[src/rtl/dsm_pkg.sv]
// Shared definitions for the DSM multi-modulus divider: ratio limits,
// FSM state encoding and ratio clamp/range helpers.
package dsm_pkg;

    localparam int unsigned RATIO_W = 4;

    localparam logic [RATIO_W-1:0] MIN_RATIO = RATIO_W'(5);
    localparam logic [RATIO_W-1:0] MAX_RATIO = RATIO_W'(12);

    typedef enum logic {
        IDLE = 1'b0,
        RUN  = 1'b1
    } state_t;

    // Force a DSM ratio into the legal MIN_RATIO..MAX_RATIO band.
    function automatic logic [RATIO_W-1:0] clamp_ratio(input logic [RATIO_W-1:0] r);
        logic [RATIO_W-1:0] res;
        res = r;
        if (r < MIN_RATIO) begin
            res = MIN_RATIO;
        end else if (r > MAX_RATIO) begin
            res = MAX_RATIO;
        end
        return res;
    endfunction

    // True when a DSM ratio lies outside the legal band.
    function automatic logic ratio_bad(input logic [RATIO_W-1:0] r);
        return (r < MIN_RATIO) || (r > MAX_RATIO);
    endfunction

endpackage

[src/rtl/dsm_win_meter.sv]
// Window meter: counts pulse events over 2^WIN_LOG2 consecutive run cycles
// and publishes the count with a one-cycle valid strobe.
// Ports:
//   clk, rst_n  clock, async active-low reset
//   run         meter active this cycle; low discards the partial window
//   pulse       event to count this cycle
//   win_cnt     count of the last complete window
//   win_valid   one-cycle strobe marking a fresh win_cnt
module dsm_win_meter #(
    parameter int unsigned WIN_LOG2 = 10,
    parameter int unsigned CNT_W    = WIN_LOG2 + 1
) (
    input  logic             clk,
    input  logic             rst_n,
    input  logic             run,
    input  logic             pulse,
    output logic [CNT_W-1:0] win_cnt,
    output logic             win_valid
);

    logic [WIN_LOG2-1:0] wcnt;
    logic [CNT_W-1:0]    acc;

    // A pulse in the last window cycle is folded into the ending window.
    always_ff @(posedge clk or negedge rst_n) begin
        if (!rst_n) begin
            wcnt      <= '0;
            acc       <= '0;
            win_cnt   <= '0;
            win_valid <= 1'b0;
        end else begin
            win_valid <= 1'b0;
            if (!run) begin
                wcnt <= '0;
                acc  <= '0;
            end else begin
                wcnt <= wcnt + WIN_LOG2'(1);
                if (&wcnt) begin
                    win_cnt   <= acc + CNT_W'(pulse);
                    win_valid <= 1'b1;
                    acc       <= '0;
                end else begin
                    acc <= acc + CNT_W'(pulse);
                end
            end
        end
    end

endmodule

[src/rtl/dsm_mmd.sv]
// Multi-modulus divider behind the DSM: divides clk by a ratio (5..12)
// taken from the DSM once per output period, plus a pulse window meter.
// Ports:
//   clk, rst_n  clock, async active-low reset
//   en          divider enable; low returns to IDLE
//   div_in      ratio from the DSM
//   clr_err     synchronous clear of err_range
//   div_take    ratio sampled at the coming edge (DSM advance strobe)
//   div_out     one-cycle pulse per divided period
//   div_clk     divided clock, ceil(R/2) high / floor(R/2) low
//   cur_ratio   ratio of the period in progress
//   err_range   sticky out-of-range flag
//   win_cnt     div_out pulses in the last complete window
//   win_valid   one-cycle strobe marking a new win_cnt
module dsm_mmd
    import dsm_pkg::*;
#(
    parameter int unsigned WIN_LOG2 = 10,
    parameter int unsigned CNT_W    = WIN_LOG2 + 1
) (
    input  logic               clk,
    input  logic               rst_n,
    input  logic               en,
    input  logic [RATIO_W-1:0] div_in,
    input  logic               clr_err,
    output logic               div_take,
    output logic               div_out,
    output logic               div_clk,
    output logic [RATIO_W-1:0] cur_ratio,
    output logic               err_range,
    output logic [CNT_W-1:0]   win_cnt,
    output logic               win_valid
);

    state_t             state_q, state_d;
    logic [RATIO_W-1:0] cnt_q, cnt_d;
    logic [RATIO_W-1:0] ratio_d;
    logic [RATIO_W-1:0] ratio_ld;
    logic               div_clk_d;
    logic               err_d;
    logic               run;

    assign ratio_ld = clamp_ratio(div_in);
    assign run      = (state_q == RUN) && en;

    // State, down-counter and registered outputs.
    always_ff @(posedge clk or negedge rst_n) begin
        if (!rst_n) begin
            state_q   <= IDLE;
            cnt_q     <= '0;
            cur_ratio <= '0;
            div_clk   <= 1'b0;
            err_range <= 1'b0;
        end else begin
            state_q   <= state_d;
            cnt_q     <= cnt_d;
            cur_ratio <= ratio_d;
            div_clk   <= div_clk_d;
            err_range <= err_d;
        end
    end

    // Next-state, ratio reload and strobe decode.
    always_comb begin
        state_d  = state_q;
        cnt_d    = cnt_q;
        ratio_d  = cur_ratio;
        div_take = 1'b0;
        div_out  = 1'b0;

        case (state_q)
            IDLE: begin
                if (en) begin
                    div_take = 1'b1;
                    state_d  = RUN;
                    ratio_d  = ratio_ld;
                    cnt_d    = ratio_ld - RATIO_W'(1);
                end
            end
            RUN: begin
                if (!en) begin
                    state_d = IDLE;
                    cnt_d   = '0;
                end else if (cnt_q == '0) begin
                    // Reload in the pulse cycle so periods abut with no dead cycle.
                    div_out  = 1'b1;
                    div_take = 1'b1;
                    ratio_d  = ratio_ld;
                    cnt_d    = ratio_ld - RATIO_W'(1);
                end else begin
                    cnt_d = cnt_q - RATIO_W'(1);
                end
            end
        endcase

        // div_clk is precomputed from the next counter value so it leaves a flop.
        div_clk_d = (state_d == RUN) && (cnt_d >= (ratio_d >> 1));

        // A new violation takes priority over a same-cycle clear.
        err_d = err_range;
        if (div_take && ratio_bad(div_in)) begin
            err_d = 1'b1;
        end else if (clr_err) begin
            err_d = 1'b0;
        end
    end

    dsm_win_meter #(
        .WIN_LOG2 (WIN_LOG2),
        .CNT_W    (CNT_W)
    ) u_win_meter (
        .clk       (clk),
        .rst_n     (rst_n),
        .run       (run),
        .pulse     (div_out),
        .win_cnt   (win_cnt),
        .win_valid (win_valid)
    );

endmodule

[config.mk]
export PLATFORM = sky130hd
export DESIGN_NAME = dsm_mmd
export DESIGN_NICKNAME = d
export VERILOG_FILES = /design/src/rtl/dsm_pkg.sv /design/src/rtl/dsm_win_meter.sv /design/src/rtl/dsm_mmd.sv
export SDC_FILE = /design/constraint.sdc
export NUM_CORES = 1
export LEC_CHECK = 0
export CORE_AREA = 2 2 64 66
export DETAILED_ROUTE_END_ITERATION = 10
export DIE_AREA = 0 0 66 68
export PLACE_DENSITY = 0.81
export SETUP_SLACK_MARGIN = 0.05
export SLEW_MARGIN = 5
export SYNTH_ARGS = -nofsm -noshare
export SYNTH_HDL_FRONTEND = slang
export SYNTH_SLANG_ARGS = --single-unit
[constraint.sdc]
create_clock -name clk -period 6.7 [get_ports clk]
set_input_delay 2.01 -clock clk [delete_from_list [all_inputs] [get_ports clk]]
set_output_delay 2.01 -clock clk [all_outputs]
set_load 0.1 [all_outputs]
# After elaboration in Yosys (flattened, before gate mapping)
# Cells that the tools add are included.
# totals
ff_bits	44
inputBits	8
wordCells	52
# classes
n_addsub	4
n_lt_le_gt_ge	3
eq_ne	3
n_mux	22
bitwise	1
reduce_logical	9
# ops
operator	n
$mux W4	8
$mux W11	2
$pmux W4 S2	2
$add A11 B1 Y11	1
$reduce_and A11 Y1	1
$add A10 B1 Y10 const B	1
$mux W10	1
$reduce_and A10 Y1	1
$mux W1	8
$sub A4 B1 Y4 const B	2
$ge A4 B3 Y1	1
$gt A4 B4 Y1 const B	1
$logic_not A4 Y1	1
$lt A4 B3 Y1 const B	1
$ne A2 B2 Y1 const B	2
$logic_and A1 B1 Y1	3
$reduce_and A3 Y1	1
$ne A2 B1 Y1 const B	1
$pmux W1 S2	1
$reduce_bool A2 Y1	1
$logic_or A1 B1 Y1	1
$not A1 Y1	1

# Depth between registers and ports, before layout
# depth
ltp_word	9
ltp_mapped	12

# Hierarchy
# A second synthesis with hierarchy kept.
# unflattened
hier_cells	220
hier_area_um2	2272.2
# modules_own_cells
module	n_inst	cells_per_inst	area_per_inst_um2
dsm_win_meter	1	141	1561.5
dsm_mmd	1	79	710.7

# Least setup slack after synthesis
# Ideal clock, no wire load.
# synth_path
kind	input to output
from	input port en
to	output port div_out
arrival_ns	3.601
setup_slack_ns	1.089
stages	3
n_path_buf	1
cell_sequence	nand2_1 -> buf_1 -> nor2_1
# synth_between
elab_chain_cells	2
# synth_rtl
item	line	source
from (decl)	dsm_mmd.sv:23	input logic en,
$mux W1	dsm_mmd.sv:81	if (!en) begin
$mux W1	dsm_mmd.sv:71	case (state_q)
to (decl)	dsm_mmd.sv:27	output logic div_out,
# No other way between the ends.

# Final worst setup path
# Ends and elaborated chain as after synthesis.

==> metrics.txt <==
status=complete, no violations; adder-cell area share of the yosys netlist=0.0416; post-synthesis async set-or-reset flop share=1.00; Post-Synth Simple-Gate Area=0.181; Ant. Diodes=0; Final GP Congestion=0.805; final slew viol count=0; Die Ht=68 um; Rel. slew slack=0.275; Post-CTS Resized=0; Vias/cell=5.24; total CTS buffers=5; crit path kind=primary input to output port; layout cells sized above 1=0.0744; Final nets=256; cts hold-fix bufs=0; leading area contributor after synthesis=dfrtp_1; total power=0.600 mW; Non-Filler Instances=292; CTS H-Tree Depth=2; num rows=23; CORE AREA=0.00386 mm2; die width=66 um; first-pass GRT wire length=6220 um; First-pass DRT Iterations=4; cell area power density=241 mW/mm2; # setup viols final=0; Final ANT Viol Nets=0; CTS sink count=44; top_reg_cell synth=dfrtp_1; sequential-to-total area share from yosys stat=0.523; Min-Delay Path Class=register to register; post-synthesis cell area=0.00211 mm2; initial antenna violation count=0; Syn Area/Cell=9.80 um2; Yosys top cell area share=0.523; largest net degree at the start of global routing=45; CTS root buf=clkbuf_8; utilization after layout=0.646; number of enable flip-flop cells after synthesis=0; main combinational cell family by area after synthesis=simple AND/OR/NAND/NOR gates; DR vias=1530; post-synthesis net count=230; postcts setup bufs=0; worst r2r path cells=10; CP Data Required Time=4.69 ns; Peak VDD IR=171 uV; area grow syn2layout=18.2%; Yosys reg bits=44; commonest cells after routing, fill and taps aside=dfrtp_1 (44), nand2_1 (25), nor2_1 (24), clkdlybuf4s50_1 (24), o21ai_0 (20); Overall Global Routing Usage=0.185; Max Cap Violations=0; drt drc=0; Initial Util=0.546; Hold Violations, Final=0; Pleak=1.10 nW; Cells after Synth=215; DPL Wire Length=2500 um; Crit Path Max Fanout=14; Clock Latency Late Sink=0.30 ns; synthesis warning total=0; placed insts=284; vias in the first global route=1455; final WL=3530 um; FF-to-FF setup slack=3.67 ns; Final min period=5.75 ns; clock slew at reported path FFs=0.08 ns; Worst Skew=0.00832 ns; GRT overflow=0; maximum clock path buffer count=2; CTS tree=done; mux cell area share after synthesis=0.0243; commonest non-fill, non-tap cell in the layout=dfrtp_1; Worst-Margin Slew=1.08 ns; post-synthesis compound-gate area fraction=0.114; setup TNS=0 ns; drt initial violations=42; RSZ-0062 raised after global routing=no; period utilisation layout=0.858; filler cell count in the final layout=328; io pins=28; PortBufs=27; hold depth=1; post-synthesis xor/xnor area fraction=0.0707; die area=0.00449 mm2; drt wl/cell=12.1 um; Crit. End Element=output port; Critical Path Source Type=primary input; CP Data Arrival Time=3.74 ns; Cell variety after synth=40; maximum clock rate=0.174 GHz; top cells by area, synth=dfrtp_1 (52%), o21ai_0 (4.8%), nand2_1 (4.5%)
[per-layer routing]
metal / GRT usage / share of wire
met1: 0.214 / 0.46
met5: 0 / 0
met4: 0.0612 / 0.012
met2: 0.323 / 0.48
met3: 0.0641 / 0.039
[power by group]
part	total [mW]	internal, mW	switching, mW
clock network	0.175	0.0834	0.0913
logic	0.139	0.0412	0.0978
registers	0.287	0.278	0.00904
[synth_stat cells, drive strengths merged (5+ instances only)]
cell type  count
dfrtp         44
nand2         26
nor2          24
o21ai         20
inv           14
nand3          9
xnor2          9
xor2           8
ha             7
clkbuf         5
[worst max-delay path, cell delays in order]
cell and delay, ns:
clkdlybuf4s50_1 0.72, nand2_1 0.38, nor2_1 0.29, buf_4 0.33
[final timing paths]
check                                          from                   to
worst max-delay path                             en              div_out
worst min-delay path            u_win_meter.wcnt[0]  u_win_meter.wcnt[0]
worst max register to register             cnt_q[0]              div_clk
worst min register to register  u_win_meter.wcnt[0]  u_win_meter.wcnt[0]
max in group asynchronous                     rst_n              div_clk
min in group asynchronous                     rst_n   u_win_meter.acc[8]
[layout make-up]
class / instances / area [um2] / share of cell area
flip-flops and latches: 44 / 1100 / 0.442
multi-input cells: 148 / 910 / 0.365
repair buffers: 28 / 268 / 0.107
clock buffers: 6 / 82.6 / 0.0331
well taps: 50 / 62.6 / 0.0251
inverters: 14 / 52.6 / 0.0211
clock inverters: 2 / 15.0 / 0.00603
[cell families (layout without fill, tap and decap cells)]
family,count (synthesis),after routing
buf+inv,23,50
mux,5,5
fa+ha+maj,7,7
simple gates,80,80
compound gates,39,39
xor+xnor,17,17
flops,44,44
[registers in the layout (all words and copies together), names as in the netlist]
register,count
u_win_meter.wcnt,10
cnt_q,4
u_win_meter.win_cnt,11
cur_ratio,4
state_q,1
u_win_meter.win_valid,1
u_win_meter.acc,11
err_range,1
div_clk,1
[through the flow]
step                hold slack, ns  instance area (um2)  worst slack (ns)
detailed placement           0.468                 2390             0.948
global route                 0.495                 2490             0.810
CTS                          0.479                 2490             0.941
finish                       0.478                 2490             0.953
global placement             0.460                 2390             0.985
floorplan                    0.448                 2110              1.09
(Power assumes the default switching activity.)
